[src/rtl/dac_table_pkg.sv]
// rtl/dac_table_pkg.sv - shared types and sizing for the DAC table replay sequencer
package dac_table_pkg;

  localparam int DEF_ADDR_W = 12;
  localparam int DEF_DATA_W = 256;

  typedef enum logic [1:0] {
    ST_IDLE  = 2'd0,
    ST_RUN   = 2'd1,
    ST_DRAIN = 2'd2
  } state_t;

  // Two slots beyond the read latency let the stream run at one word per
  // cycle while every outstanding read is still guaranteed a landing slot.
  function automatic int replay_depth(input int ram_lat);
    return ram_lat + 2;
  endfunction

endpackage

[src/rtl/dac_table_replay_fifo.sv]
// rtl/dac_table_replay_fifo.sv - first-word-fall-through buffer absorbing table RAM latency
module dac_table_replay_fifo #(
  parameter int WIDTH = 257,
  parameter int DEPTH = 4,
  parameter int CNT_W = $clog2(DEPTH + 1)
) (
  input  logic             clock,
  input  logic             reset_n,
  input  logic             push,
  input  logic [WIDTH-1:0] push_data,
  input  logic             pop,
  output logic [WIDTH-1:0] head,
  output logic             empty,
  output logic [CNT_W-1:0] count
);

  localparam int PTR_W = (DEPTH > 1) ? $clog2(DEPTH) : 1;

  logic [WIDTH-1:0] mem [DEPTH];
  logic [PTR_W-1:0] wr_ptr;
  logic [PTR_W-1:0] rd_ptr;

  function automatic logic [PTR_W-1:0] ptr_inc(input logic [PTR_W-1:0] p);
    return (p == PTR_W'(DEPTH - 1)) ? '0 : p + PTR_W'(1);
  endfunction

  // Pointer and occupancy tracking; simultaneous push and pop keep count.
  always_ff @(posedge clock or negedge reset_n) begin
    if (!reset_n) begin
      wr_ptr <= '0;
      rd_ptr <= '0;
      count  <= '0;
    end else begin
      if (push) wr_ptr <= ptr_inc(wr_ptr);
      if (pop)  rd_ptr <= ptr_inc(rd_ptr);
      case ({push, pop})
        2'b10:   count <= count + CNT_W'(1);
        2'b01:   count <= count - CNT_W'(1);
        default: count <= count;
      endcase
    end
  end

  // Storage array; contents are don't-care until written.
  always_ff @(posedge clock) begin
    if (push) mem[wr_ptr] <= push_data;
  end

  assign head  = mem[rd_ptr];
  assign empty = (count == '0);

  // The issue rule upstream must never let a returning read find the buffer full.
  overflow_check: assert property (@(posedge clock) disable iff (!reset_n)
    !(push && !pop && count == CNT_W'(DEPTH)));

endmodule

[src/rtl/dac_table_replay_ctrl.sv]
// rtl/dac_table_replay_ctrl.sv - table address sequencer and AXI-Stream replay toward the DAC
module dac_table_replay_ctrl
  import dac_table_pkg::*;
#(
  parameter int ADDR_W  = DEF_ADDR_W,
  parameter int DATA_W  = DEF_DATA_W,
  parameter int RAM_LAT = 2,
  parameter int STALL_W = 16
) (
  input  logic               clock,
  input  logic               reset_n,
  input  logic               cfg_run,
  input  logic [ADDR_W-1:0]  cfg_length,
  input  logic [STALL_W-1:0] cfg_stall_limit,
  input  logic               stall_clr,
  output logic               ram_en,
  output logic [ADDR_W-1:0]  ram_addr,
  input  logic [DATA_W-1:0]  ram_rdata,
  output logic [DATA_W-1:0]  m_axis_tdata,
  output logic               m_axis_tvalid,
  input  logic               m_axis_tready,
  output logic               m_axis_tlast,
  output logic               busy,
  output logic               block,
  output logic [15:0]        pass_count
);

  localparam int DEPTH = replay_depth(RAM_LAT);
  localparam int CNT_W = $clog2(DEPTH + 1);
  localparam int LEN_W = ADDR_W + 1;

  state_t             state_q;
  state_t             state_d;
  logic [LEN_W-1:0]   latched_len;
  logic [ADDR_W-1:0]  addr_q;
  logic [RAM_LAT-1:0] pipe_valid;
  logic [RAM_LAT-1:0] pipe_last;
  logic [CNT_W-1:0]   in_flight;
  logic [CNT_W-1:0]   fifo_count;
  logic               fifo_empty;
  logic [DATA_W:0]    fifo_head;
  logic               issue;
  logic               issue_last;
  logic               handshake;
  logic               stall;
  logic [STALL_W-1:0] stall_cnt;

  // Reads issued but not yet landed in the buffer.
  always_comb begin
    in_flight = '0;
    for (int i = 0; i < RAM_LAT; i++) begin
      in_flight = in_flight + CNT_W'(pipe_valid[i]);
    end
  end

  assign issue      = (state_q == ST_RUN) &&
                      (({1'b0, in_flight} + {1'b0, fifo_count}) < (CNT_W + 1)'(DEPTH));
  assign issue_last = ({1'b0, addr_q} == (latched_len - LEN_W'(1)));
  assign ram_en     = issue;
  assign ram_addr   = addr_q;

  // State register.
  always_ff @(posedge clock or negedge reset_n) begin
    if (!reset_n) state_q <= ST_IDLE;
    else          state_q <= state_d;
  end

  // Next state: run until cfg_run drops, then drain reads and buffer before idling.
  always_comb begin
    state_d = state_q;
    case (state_q)
      ST_IDLE:  if (cfg_run)  state_d = ST_RUN;
      ST_RUN:   if (!cfg_run) state_d = ST_DRAIN;
      ST_DRAIN: if (in_flight == '0 && fifo_empty) state_d = ST_IDLE;
      default:  state_d = ST_IDLE;
    endcase
  end

  // Length is captured only on leaving IDLE; the address restarts at 0 every run.
  always_ff @(posedge clock or negedge reset_n) begin
    if (!reset_n) begin
      latched_len <= '0;
      addr_q      <= '0;
    end else if (state_q == ST_IDLE && cfg_run) begin
      latched_len <= (cfg_length == '0) ? (LEN_W'(1) << ADDR_W) : {1'b0, cfg_length};
      addr_q      <= '0;
    end else if (issue) begin
      addr_q <= issue_last ? '0 : addr_q + ADDR_W'(1);
    end
  end

  // Valid/last tags travel alongside each read for the RAM latency.
  always_ff @(posedge clock or negedge reset_n) begin
    if (!reset_n) begin
      pipe_valid <= '0;
      pipe_last  <= '0;
    end else begin
      pipe_valid <= RAM_LAT'({pipe_valid, issue});
      pipe_last  <= RAM_LAT'({pipe_last, issue && issue_last});
    end
  end

  dac_table_replay_fifo #(
    .WIDTH (DATA_W + 1),
    .DEPTH (DEPTH),
    .CNT_W (CNT_W)
  ) u_fifo (
    .clock     (clock),
    .reset_n   (reset_n),
    .push      (pipe_valid[RAM_LAT-1]),
    .push_data ({pipe_last[RAM_LAT-1], ram_rdata}),
    .pop       (handshake),
    .head      (fifo_head),
    .empty     (fifo_empty),
    .count     (fifo_count)
  );

  assign m_axis_tvalid = !fifo_empty;
  assign m_axis_tdata  = fifo_empty ? '0 : fifo_head[DATA_W-1:0];
  assign m_axis_tlast  = !fifo_empty && fifo_head[DATA_W];
  assign handshake     = m_axis_tvalid && m_axis_tready;
  assign stall         = m_axis_tvalid && !m_axis_tready;
  assign busy          = (state_q != ST_IDLE);

  // Stall watchdog: block is sticky, stall_clr takes priority over a limit hit.
  always_ff @(posedge clock or negedge reset_n) begin
    if (!reset_n) begin
      stall_cnt <= '0;
      block     <= 1'b0;
    end else if (stall_clr) begin
      stall_cnt <= '0;
      block     <= 1'b0;
    end else if (handshake) begin
      stall_cnt <= '0;
    end else if (stall && cfg_stall_limit != '0) begin
      if (stall_cnt < cfg_stall_limit) stall_cnt <= stall_cnt + STALL_W'(1);
      if (({1'b0, stall_cnt} + (STALL_W + 1)'(1)) >= {1'b0, cfg_stall_limit}) block <= 1'b1;
    end
  end

  // Completed table passes, counted on the handshake of each last word.
  always_ff @(posedge clock or negedge reset_n) begin
    if (!reset_n)                      pass_count <= '0;
    else if (handshake && m_axis_tlast) pass_count <= pass_count + 16'd1;
  end

endmodule

[config.mk]
export PLATFORM = sky130hd
export DESIGN_NAME = dac_table_replay_ctrl
export DESIGN_NICKNAME = d
export VERILOG_FILES = /design/src/rtl/dac_table_pkg.sv /design/src/rtl/dac_table_replay_fifo.sv /design/src/rtl/dac_table_replay_ctrl.sv
export SDC_FILE = /design/constraint.sdc
export NUM_CORES = 1
export LEC_CHECK = 0
export CORE_MARGIN = 2
export CORE_UTILIZATION = 57
export CTS_BUF_LIST = sky130_fd_sc_hd__clkbuf_8
export CTS_CLUSTER_SIZE = 24
export DETAILED_ROUTE_END_ITERATION = 12
export PLACE_DENSITY = 0.8
export SLEW_MARGIN = 20
export SYNTH_ARGS = -nofsm -noshare
export SYNTH_HDL_FRONTEND = slang
export SYNTH_HIERARCHICAL = 1
export SYNTH_SLANG_ARGS = --single-unit
[constraint.sdc]
create_clock -name clock -period 8.2 [get_ports clock]
set_input_delay 1.23 -clock clock [delete_from_list [all_inputs] [get_ports clock]]
set_output_delay 1.23 -clock clock [all_outputs]
set_load 0.02 [all_outputs]
==> impl_metrics.ini <==
[final_layout]
nFillCells = 4492
syn2layout_area_growth_pct = 22.5
post-route-util = 0.704
drive_gt1_frac = 0.177
seqCellArea_um2 = 32700
instances_no_fill = 3907
multi_input_area_um2 = 10100
nets = 3128
fin_area_um2 = 53300
layout_common_cells = edfxtp_1, clkdlybuf4s50_1, nor2b_1
layout_commonest_cell = edfxtp_1

[pwr]
vdd_drop_max_uv = 270
sw_frac_of_total = 0.334
power_uw = 18400
pwr-share-seq = 0.386
combPwrFrac = 0.389
p_int_uw = 12200
clockPowerShare = 0.225
p_switching_uw = 6140
power_density_nw_per_um2 = 345
leakage_uw = 0.0180

[timing]
worst_pin_slew_ns = 1.48
maxSlewViolCount = 0
slew_headroom = 0.0100
hold_viol = 0
finClkSkew_ns = 0.0613
rsz0062_at_grt = no
fmax_mhz = 185
fin_crit_ns = 5.41
fin_crit_sh = 0.660
finalSetupViolCount = 0
final.setup.tns_ns = 0

[setup_path]
crit_chain = buf_12 > buf_16 > mux4_2 > nor2b_1 > clkdlybuf4s50_1
startpoint_type = flip-flop
critPathCaptureType = output pin
crit_type = flip-flop to output pin
slowest_delay_ns = 0.98
critPathBufInv = 3
arrival_ns = 4.18
cp_num_cells = 5
reg2reg_from = u_fifo/count[0]
setup.worst_path.start = u_fifo/rd_ptr[1]
cp_max_fo = 103
slowest_stage = dfrtp_4
r2r_cells = 9
crit_family = buffers and inverters
critPathRequiredTime_ns = 6.97

[yosys]
synthSimpleGateAreaFrac = 0.0588
synth_cell_types = 57
synthArstFlopShare = 0.0646
synth_seq_cells = 1099
synth_compound_area_frac = 0.0128
synth_edf_count = 1028
synth_top_family_by_area = multiplexers
ys_warn_count = 6
ys_seq_area_frac = 0.750
syn-instance-count = 2122
synthXorXnorAreaFrac = 0.0101
syn_area_um2 = 43500
synthFlopType = edfxtp_1
syn_avg_cell_area_um2 = 20.5
synthAdderAreaFrac = 0.0134
muxShareOfSynthArea = 0.137
synth.net_count = 2457

[clock_network]
cts_root_buffer = clkbuf_8
clk_latency_ns = 0.81
h-tree-depth = 4
cts_tree = yes
cts_hold_buf = 0
cts_resized = 0
postCtsSetupBuffers = 0
path_clk_slew_ns = 0.06
clockBufferDepth = 3
cts_buffers = 170
clock_sinks = 1099

[floorplan]
start_util = 0.575
core_um2 = 75700
dieHeight_um = 280
ios = 578
die-width_um = 280
row_count = 101
die-area_um2 = 78600

[routing]
vias_per_cell = 5.84
finalWirelength_mm = 98.5
vias = 22800
routedWlPerCell_um = 25.2
ant_nets = 0
drt-initial-drc-count = 1727
first_pass_iters = 5
drc_errors = 0

[global_routing]
grt_pass1_vias = 23927
grt_pass1_wl_mm = 146
antenna_found_initial = 20
grt.overflow.total = 0
grt_start_max_net_pins = 166
grtUsageTotal = 0.250

[placed_design]
io_buffers = 577
dp_hpwl_mm = 60.4
postPlaceCellArea_um2 = 50100
post-place-cells = 3597
gp_congestion = 0.892

[hold_path]
hold_class = flip-flop to flip-flop
worstHoldStart = pipe_last[0]
hold-path-cell-count = 0

[flow_run]
drv_cap = 0

[status]
outcome = complete, no violations
[metal layers]
layer  part of all wire  up-vias  global-route usage
met2               0.52      911               0.417
met1               0.37    11774               0.307
met4              0.031       14              0.0987
met3              0.083      199              0.0795
met5            0.00092        -                   0
li1                   -     9902                   -
[through the flow]
step | worst slack (ns) | hold WS [ns]
after detailed placement | 3.68 | 0.340
final | 2.79 | 0.369
after global placement | 3.64 | 0.348
after global routing | 2.69 | 0.385
after CTS | 2.80 | 0.366
after floorplan | 1.11 | 0.331
[Yosys cell counts (5+ instances only)]
library cell	number	area share
nor4_1	10	0.0014
nor2_1	32	0.0028
nand3_1	29	0.0033
buf_2	28	0.0032
or2_2	6	0.00086
a21o_1	8	0.0014
or3_1	10	0.0014
dfrtp_1	71	0.041
edfxtp_1	1028	0.71
inv_1	37	0.0032
mux2_2	12	0.0031
mux4_2	257	0.13
o211ai_1	6	0.0010
and3_1	13	0.0019
xnor2_1	32	0.0064
ha_1	45	0.013
xor2_1	18	0.0036
nand4_1	11	0.0016
mux2i_1	5	0.0012
nor3_1	6	0.00069
nand2_1	34	0.0029
nor2b_1	264	0.038
buf_6	26	0.0067
clkbuf_1	39	0.0034
a21oi_1	15	0.0017
o21ai_0	23	0.0026
[cell type report]
class | instances | area share
Antenna cell | 15 | 0.000704
Inverter | 37 | 0.00261
Multi-Input combinational cell | 888 | 0.190
Sequential cell | 1099 | 0.613
Clock buffer | 173 | 0.0447
Clock inverter | 120 | 0.0125
Timing Repair Buffer | 597 | 0.114
Tap cell | 978 | 0.0230
[power by group through the flow]
stage | Combinational (uW) | Clock [uW] | Sequential (uW)
detailed placement | 7170 | 0 | 7200
CTS | 7230 | 4210 | 7090
finish | 7160 | 4130 | 7090
global route | 7530 | 4460 | 7140
floorplan | 4370 | 0 | 7200
global placement | 7130 | 0 | 7160
[flip-flops by register name, summed over array words and instances, names as in the netlist]
signal,cells
u_fifo/mem,1028
u_fifo/count,3
pipe_valid,2
u_fifo/rd_ptr,2
pipe_last,2
ram_addr,12
u_fifo/wr_ptr,2
state_q,2
block,1
pass_count,16
latched_len,13
stall_cnt,16
[worst paths after layout]
| check | endpoint | slack [ns] |
|---|---|---|
| worst max-delay path | m_axis_tdata[240] | 2.79 |
| worst min-delay path | pipe_last[1] | 0.37 |
| worst max register to register | stall_cnt[11] | 5.06 |
| worst min register to register | pipe_last[1] | 0.37 |
| max in group asynchronous | u_fifo/rd_ptr[1] | 6.83 |
| min in group asynchronous | pass_count[11] | 0.64 |
[kinds of logic after synthesis]
family | count (synthesis)
flip-flops | 1099
AND/OR/NAND/NOR | 436
multiplexers | 274
buffers and inverters | 135
AO/OA/AOI/OAI | 82
XOR/XNOR | 50
adder cells (fa/ha/maj) | 46
[worst reg2reg max path, cell delays in order, from the launching register on]
cell and delay (ns):
dfrtp_1 0.42, nor3_2 0.09, buf_4 0.26, or2_2 0.36
a41oi_1 0.26, nand2_1 0.10, a41oi_1 0.45, nand2_1 0.47
or3_1 0.46, a21oi_1 0.17
(Power assumes the default switching activity.)
